--- src/rtl/load_store_unit.sv ---
// load_store_unit: one-at-a-time load/store bridge from the execute stage
// to a single-port word RAM with 1-cycle registered read and byte mask.
//
// Ports:
//   clk, resetn              clock, async active-low reset
//   req_valid/req_ready      request handshake (ready == IDLE)
//   req_we, req_funct3       store flag and RISC-V size/sign code
//   req_addr, req_wdata      byte address and right-aligned store data
//   resp_valid               one-cycle completion pulse
//   resp_rdata, resp_err     extended load data / error flag
//   mem_addr, mem_ren        word-aligned RAM address, read enable
//   mem_wdata, mem_wmask     lane-replicated data, byte write enables
//   mem_rdata                RAM read data, valid after the ren edge
module load_store_unit #(
    parameter int unsigned MEM_WORDS = 1536
) (
    input  logic        clk,
    input  logic        resetn,
    input  logic        req_valid,
    output logic        req_ready,
    input  logic        req_we,
    input  logic [2:0]  req_funct3,
    input  logic [31:0] req_addr,
    input  logic [31:0] req_wdata,
    output logic        resp_valid,
    output logic [31:0] resp_rdata,
    output logic        resp_err,
    output logic [31:0] mem_addr,
    output logic        mem_ren,
    output logic [31:0] mem_wdata,
    output logic [3:0]  mem_wmask,
    input  logic [31:0] mem_rdata
);

    localparam logic [1:0] S_IDLE    = 2'd0;
    localparam logic [1:0] S_ISSUE   = 2'd1;
    localparam logic [1:0] S_CAPTURE = 2'd2;
    localparam logic [1:0] S_RESP    = 2'd3;

    localparam logic [29:0] MEM_LIM = 30'(MEM_WORDS);

    logic [1:0]  state_q, state_d;
    logic        we_q, we_d;
    logic [2:0]  f3_q, f3_d;
    logic [31:0] addr_q, addr_d;
    logic [31:0] wdata_q, wdata_d;
    logic [31:0] rdata_q, rdata_d;
    logic        err_q, err_d;

    logic        f3_ok;
    logic        misalign;
    logic        req_err;
    logic [31:0] shifted;
    logic [31:0] load_ext;
    logic [31:0] st_wdata;
    logic [3:0]  st_wmask;
    logic        issue;

    // Request legality, evaluated on the live request in IDLE
    always_comb begin
        f3_ok = 1'b0;
        case (req_funct3)
            3'b000, 3'b001, 3'b010: f3_ok = 1'b1;
            3'b100, 3'b101:         f3_ok = !req_we;
            default:                f3_ok = 1'b0;
        endcase
        misalign = ((req_funct3[1:0] == 2'b01) && req_addr[0])
                || ((req_funct3[1:0] == 2'b10) && (req_addr[1:0] != 2'b00));
        req_err = !f3_ok || misalign || (req_addr[31:2] >= MEM_LIM);
    end

    // Load alignment and extension
    always_comb begin
        shifted = mem_rdata >> {addr_q[1:0], 3'b000};
        case (f3_q)
            3'b000:  load_ext = {{24{shifted[7]}}, shifted[7:0]};
            3'b001:  load_ext = {{16{shifted[15]}}, shifted[15:0]};
            3'b100:  load_ext = {24'd0, shifted[7:0]};
            3'b101:  load_ext = {16'd0, shifted[15:0]};
            default: load_ext = shifted;
        endcase
    end

    // Store lane replication and byte mask
    always_comb begin
        case (f3_q[1:0])
            2'b00: begin
                st_wdata = {4{wdata_q[7:0]}};
                st_wmask = 4'b0001 << addr_q[1:0];
            end
            2'b01: begin
                st_wdata = {2{wdata_q[15:0]}};
                st_wmask = addr_q[1] ? 4'b1100 : 4'b0011;
            end
            default: begin
                st_wdata = wdata_q;
                st_wmask = 4'b1111;
            end
        endcase
    end

    always_comb begin
        state_d = state_q;
        we_d    = we_q;
        f3_d    = f3_q;
        addr_d  = addr_q;
        wdata_d = wdata_q;
        rdata_d = rdata_q;
        err_d   = err_q;
        case (state_q)
            S_IDLE: begin
                if (req_valid) begin
                    we_d    = req_we;
                    f3_d    = req_funct3;
                    addr_d  = req_addr;
                    wdata_d = req_wdata;
                    rdata_d = 32'd0;
                    err_d   = req_err;
                    state_d = req_err ? S_RESP : S_ISSUE;
                end
            end
            S_ISSUE:   state_d = we_q ? S_RESP : S_CAPTURE;
            S_CAPTURE: begin
                rdata_d = load_ext;
                state_d = S_RESP;
            end
            default:   state_d = S_IDLE;
        endcase
    end

    always_ff @(posedge clk or negedge resetn) begin
        if (!resetn) begin
            state_q <= S_IDLE;
            we_q    <= 1'b0;
            f3_q    <= 3'd0;
            addr_q  <= 32'd0;
            wdata_q <= 32'd0;
            rdata_q <= 32'd0;
            err_q   <= 1'b0;
        end else begin
            state_q <= state_d;
            we_q    <= we_d;
            f3_q    <= f3_d;
            addr_q  <= addr_d;
            wdata_q <= wdata_d;
            rdata_q <= rdata_d;
            err_q   <= err_d;
        end
    end

    // RAM strobes decode straight from the state register so an async
    // reset during ISSUE kills the write mask before the next edge.
    assign issue      = (state_q == S_ISSUE);
    assign mem_ren    = issue && !we_q;
    assign mem_wmask  = (issue && we_q) ? st_wmask : 4'b0000;
    assign mem_wdata  = (issue && we_q) ? st_wdata : 32'd0;
    assign mem_addr   = issue ? {addr_q[31:2], 2'b00} : 32'd0;

    assign req_ready  = (state_q == S_IDLE);
    assign resp_valid = (state_q == S_RESP);
    assign resp_rdata = rdata_q;
    assign resp_err   = err_q;

endmodule

--- config.mk ---
export PLATFORM = sky130hd
export DESIGN_NAME = load_store_unit
export DESIGN_NICKNAME = d
export VERILOG_FILES = /design/src/rtl/load_store_unit.sv
export SDC_FILE = /design/constraint.sdc
export NUM_CORES = 1
export LEC_CHECK = 0
export CORE_MARGIN = 2
export CORE_UTILIZATION = 44
export CTS_BUF_LIST = sky130_fd_sc_hd__clkbuf_16
export DETAILED_ROUTE_END_ITERATION = 12
export GPL_ROUTABILITY_DRIVEN = 0
export PLACE_DENSITY_LB_ADDON = 0.15
export SLEW_MARGIN = 40
export SYNTH_ARGS = -nofsm -noshare
export SYNTH_HDL_FRONTEND = slang
export SYNTH_SLANG_ARGS = --single-unit
export TNS_END_PERCENT = 30
--- constraint.sdc ---
create_clock -name clk -period 2.3 [get_ports clk]
set_clock_uncertainty 0.15 [all_clocks]
set_input_delay 0.23 -clock clk [delete_from_list [all_inputs] [get_ports clk]]
set_output_delay 0.23 -clock clk [all_outputs]
set_load 0.03 [all_outputs]
# Word-level counts from Yosys, hierarchy flattened
# Cells that the tools add are included.
# totals
ff_bits,103
memories,0
ramBits,0
input_bits,103
romBits,0
latch_bits,0
word_cells,58
# op_classes
n_bitwise,0
div_mod_pow,0
reduce_logical,20
eq_ne,14
magnitude_cmp,1
shifts,2
mux,14
addsub,0
multipliers,0
# op_table
cell,n
$pmux 32 s2,2
$pmux 32 s4,1
$mux 32,3
$shr 32x5->32,1
$ge 30x11->1 const B,1
$eq 3x3->1 const B,4
$mux 4,2
$pmux 4 s2,1
$eq 2x1->1 const B,3
$eq 2x2->1 const B,3
$eq 3x1->1 const B,2
$logic_not 3->1,2
$pmux 2 s3,1
$logic_and 1x1->1,4
$logic_not 2->1,2
$mux 2,2
$reduce_and 2->1,2
$reduce_bool 2->1,2
$shl 1x2->4 const A,1
$eq 3x2->1 const B,1
$logic_not 1->1,3
$logic_or 1x1->1,3
$reduce_or 3->1,1
$ne 2x2->1 const B,1
other kinds (3),3

# Depth between registers and ports, before layout
# depth
depth_word,9
depth_mapped,7
depth_no_buf,6

# Worst setup path after synthesis
# Ideal clock, no wire load.
# synth_timing
path_kind,register to register
startpoint,register state_q[0]
endpoint,register rdata_q[24] (netlist: resp_rdata[24])
path_buffers,0
period_less_slack_ns,2.083
arrival_time_ns,1.866
path_stages_with_launch,7
setup_slack_ns,0.217
setup_ns,0.068
path_cell_list,dfrtp_1 > inv_1 > ha_1 > nand2b_1 > nand2_2 > nor3_1 > a221o_1
# synth_between
elab_chain_len,3
# synth_lines
element,line,source
from (decl),42,"logic [1:0] state_q, state_d;"
from (signal assigned),141,state_q <= state_d;
$logic_not 2->1 (*),n/a,
named net req_ready,20,"output logic req_ready,"
$ne 2x2->1 (no line) / $reduce_bool 2->1 (equally long branches),n/a,
$reduce_and 2->1 (no line),n/a,
to (signal assigned),146,rdata_q <= rdata_d;
to (decl),47,"logic [31:0] rdata_q, rdata_d;"
# The timed path passes the listed nets; every way through them passes the cells marked *.
# A chain may end at the register's enable or synchronous reset.

# Final worst setup path
# layout_timing
startpoint,register f3_q[0]
endpoint,output port mem_wdata[13]
# layout_between
elab_chain_len,3
# layout_lines
element,line,source
from (decl),44,"logic [2:0] f3_q, f3_d;"
from (signal assigned),135,f3_q <= 3'd0;
from (signal assigned),143,f3_q <= f3_d;
$eq 2x1->1 / $logic_not 2->1 (equally long branches),86,case (f3_q[1:0])
$pmux 32 s2 (*),86,
$mux 32 (*),156,assign mem_wdata = (issue && we_q) ? st_wdata : 32'd0;
to (decl),30,"output logic [31:0] mem_wdata,"
# Every way passes the cells marked *; elsewhere a longest branch is shown, timed or not.

==> results.cfg <==
[timing]
finalCritPeriodShare_pct = 94.19
tightestPinTransition_ps = 602.4
final.setup.tns_ps = 0
fin_worst_hold_slack_ps = 265.0
post-route-min-period_ps = 2166
slew_headroom_pct = 59.69
hold_viol_final = 0
fmax_mhz = 461.6
final-setup-viol-count = 0
slew_violations = 0
grt_setup_unrepaired = no

[synthesis]
netlist_instances = 486
synth-seq-cells = 103
cell_area_after_synthesis_sq_mm = 0.005305
synth_edf_count = 0
synth-main-ff-cell = sky130_fd_sc_hd__dfrtp_1
synth_async_sr_flop_share_pct = 100.0
synth.yosys.seq_area_share_pct = 48.58
synthDistinctLibCells = 40
synth.yosys.warnings = 0
syn-mean-instance-area_sq_um = 10.92

[route]
drc = 0
detail_route.wirelength_um = 14700
drt-vias-per-instance = 5.363
wl_per_cell_um = 17.50
drt_first_iter_violations = 261
route.antenna.remaining_nets = 0
vias = 4505
detail_route.first_pass.iterations = 5

[grt]
number_of_global_route_vias_before_repair = 4668
grt_max_degree = 59
grt_first_pass_wirelength_um = 23360
grt_usage_pct = 22.81
global_route.overflow_total = 0
grt_antenna_before_repair = 0

[setup_path]
critical_path_class = flip-flop to output pin
crit-reg2reg-launch = addr_q[1]$_DFFE_PN0P_
worstReg2RegEnd = resp_rdata[28]$_DFFE_PN0P_
reg2regPathDepth = 5
reg2reg_slack_ps = 160
timing.critical_path.fanout_max = 12
crit_path_start_kind = flip-flop
timing.critical_path.to_type = output pin
cp.arrival_ps = 1790
crit_required_ps = 1920

[placed_design]
io_buffer_count = 204
post-dp-hpwl_um = 10890

[die]
die_footprint_sq_mm = 0.01295
dieHeight_um = 113.8
dieWidth_um = 113.8
initial_utilization_pct = 44.54
design.portCount = 207
row_count = 40
design.core.area_sq_mm = 0.01191

[run]
max_cap_violations = 0

[clock_network]
total_number_of_h_tree_levels = 3
cts_setup_buffers = 0
cts.clk_slew.worst_paths_ps = 70
tritoncts_num_sinks = 103
clock-root-buffer = sky130_fd_sc_hd__clkbuf_16
worstSkewPairLatency_ps = 340
clock_tree_from_tritoncts = built
maximum_buffer_depth_of_the_clock_tree = 2
numCtsBuffers = 9

[cells_and_area]
most_frequent_cells_in_the_layout = sky130_fd_sc_hd__clkdlybuf4s50_1, sky130_fd_sc_hd__dfrtp_1, sky130_fd_sc_hd__buf_4
area.sequential_sq_mm = 0.002577
multi_input_area_sq_mm = 0.002556
antennaDiodeCount = 0
nets = 795
drive_gt1_share_pct = 27.56
nFillCells = 989
final_util_pct = 65.12
synthToLayoutAreaGrowth_pct = 46.20
final_common_cell = sky130_fd_sc_hd__clkdlybuf4s50_1

[worst_hold_path]
path_type_of_the_worst_min_delay_path = input pin to asynchronous set/reset pin

[power_and_ir_drop]
static-leakage-power_uw = 0.003486
vdd.ir_drop.worst_uv = 540.8
cellPowerDensity_mw_per_mm2 = 1370

[status]
outcome = finished, final reports clean
repair_timing:
action | 4_1_cts | 5_1_grt
endpoints found under the setup margin | 5 | 4
pin swaps | 0 | 0
hold buffers | 1 | 0
hold endpoints to repair | 39 | 0
gates resized for setup | 1 | 2
cells in the mapped netlist, types with 2 or more instances:
cell type	n	area share, %
sky130_fd_sc_hd__dfrtp_1	103	49
sky130_fd_sc_hd__mux2_2	76	16
sky130_fd_sc_hd__nor2_1	42	3.0
sky130_fd_sc_hd__nand2_1	36	2.5
sky130_fd_sc_hd__a21oi_1	35	3.3
sky130_fd_sc_hd__mux2i_1	31	5.8
sky130_fd_sc_hd__and2_1	30	3.5
sky130_fd_sc_hd__o21ai_0	25	2.4
sky130_fd_sc_hd__clkbuf_1	22	1.6
sky130_fd_sc_hd__a221o_1	16	3.0
sky130_fd_sc_hd__and3_1	9	1.1
sky130_fd_sc_hd__nand3b_1	8	1.1
sky130_fd_sc_hd__buf_2	6	0.57
sky130_fd_sc_hd__nor4_1	5	0.59
sky130_fd_sc_hd__buf_1	4	0.28
sky130_fd_sc_hd__ha_1	4	0.94
sky130_fd_sc_hd__inv_1	4	0.28
sky130_fd_sc_hd__buf_6	3	0.64
sky130_fd_sc_hd__o211ai_1	3	0.42
sky130_fd_sc_hd__buf_4	2	0.28
sky130_fd_sc_hd__nand2b_1	2	0.24
sky130_fd_sc_hd__nor3_1	2	0.19
sequential cells by signal (all words and copies together) (netlist names):
name / cells
resp_rdata: 32
f3_q: 3
addr_q: 32
wdata_q: 32
state_q: 2
resp_err: 1
we_q: 1
layer usage:
metal / GRT usage [%] / wire length (um) / vias up
li1: - / - / 2127
met1: 29.41 / 6245 / 2186
met2: 37.72 / 6978 / 168
met3: 5.420 / 1104 / 24
met4: 8.293 / 369 / 0
met5: 0 / 0 / -
critical path, cell delays in order (launching register included):
cell	delay, ps
sky130_fd_sc_hd__dfrtp_1	440
sky130_fd_sc_hd__buf_4	220
sky130_fd_sc_hd__nor2_2	320
sky130_fd_sc_hd__nand2_1	90
sky130_fd_sc_hd__a21oi_1	180
sky130_fd_sc_hd__buf_4	190
area by class of cell:
class,instances,share of cell area (%)
flip-flops and latches,103,33.23
clock inverters,7,1.436
inverters,4,0.1936
repair buffers,227,26.91
multi-input cells,343,32.96
clock buffers,9,2.904
well taps,147,2.371
report_power, final:
group          internal, uW  total (uW)  switching [uW]  leakage [uW]
clock                  1060        1720             668      0.000164
combinational          2590        5620            3040       0.00206
sequential             2640        3280             635       0.00126
worst max path at each step:
stage | to | start | slack (ps)
global placement | resp_rdata[27]$_DFFE_PN0P_ | mem_rdata[31] | 70
floorplan | resp_rdata[24]$_DFFE_PN0P_ | state_q[0]$_DFFE_PN0P_ | 220
global route | mem_wdata[13] | f3_q[0]$_DFFE_PN0P_ | 10
detailed placement | resp_rdata[30]$_DFFE_PN0P_ | mem_rdata[31] | -30
CTS | req_ready | state_q[0]$_DFFE_PN0P_ | 30
finish | mem_wdata[13] | f3_q[0]$_DFFE_PN0P_ | 130
cells by family after synthesis:
family	synth area share, %
buffers and inverters	3.608
AOI/OAI and AO/OA	10.66
xor gates and xnor gates	0.1651
DFF	48.58
muxes	22.69
adders and majority gates	0.9434
and+or+nand+nor	13.28
other	0.07069
per-stage QoR:
stage / total power (uW) / setup slack, ps / cell area (sq um) / std cells
6_report: 10620 / 133.6 / 7756 / 840
5_1_grt: 11270 / 14.10 / 7756 / 840
4_1_cts: 10670 / 25.97 / 7739 / 839
3_5_place_dp: 8905 / -32.17 / 7390 / 822
3_3_place_gp: 8749 / 67.74 / 7390 / 822
2_1_floorplan: 6936 / 216.5 / 5309 / 487
Power figures use the tool's default switching activity.
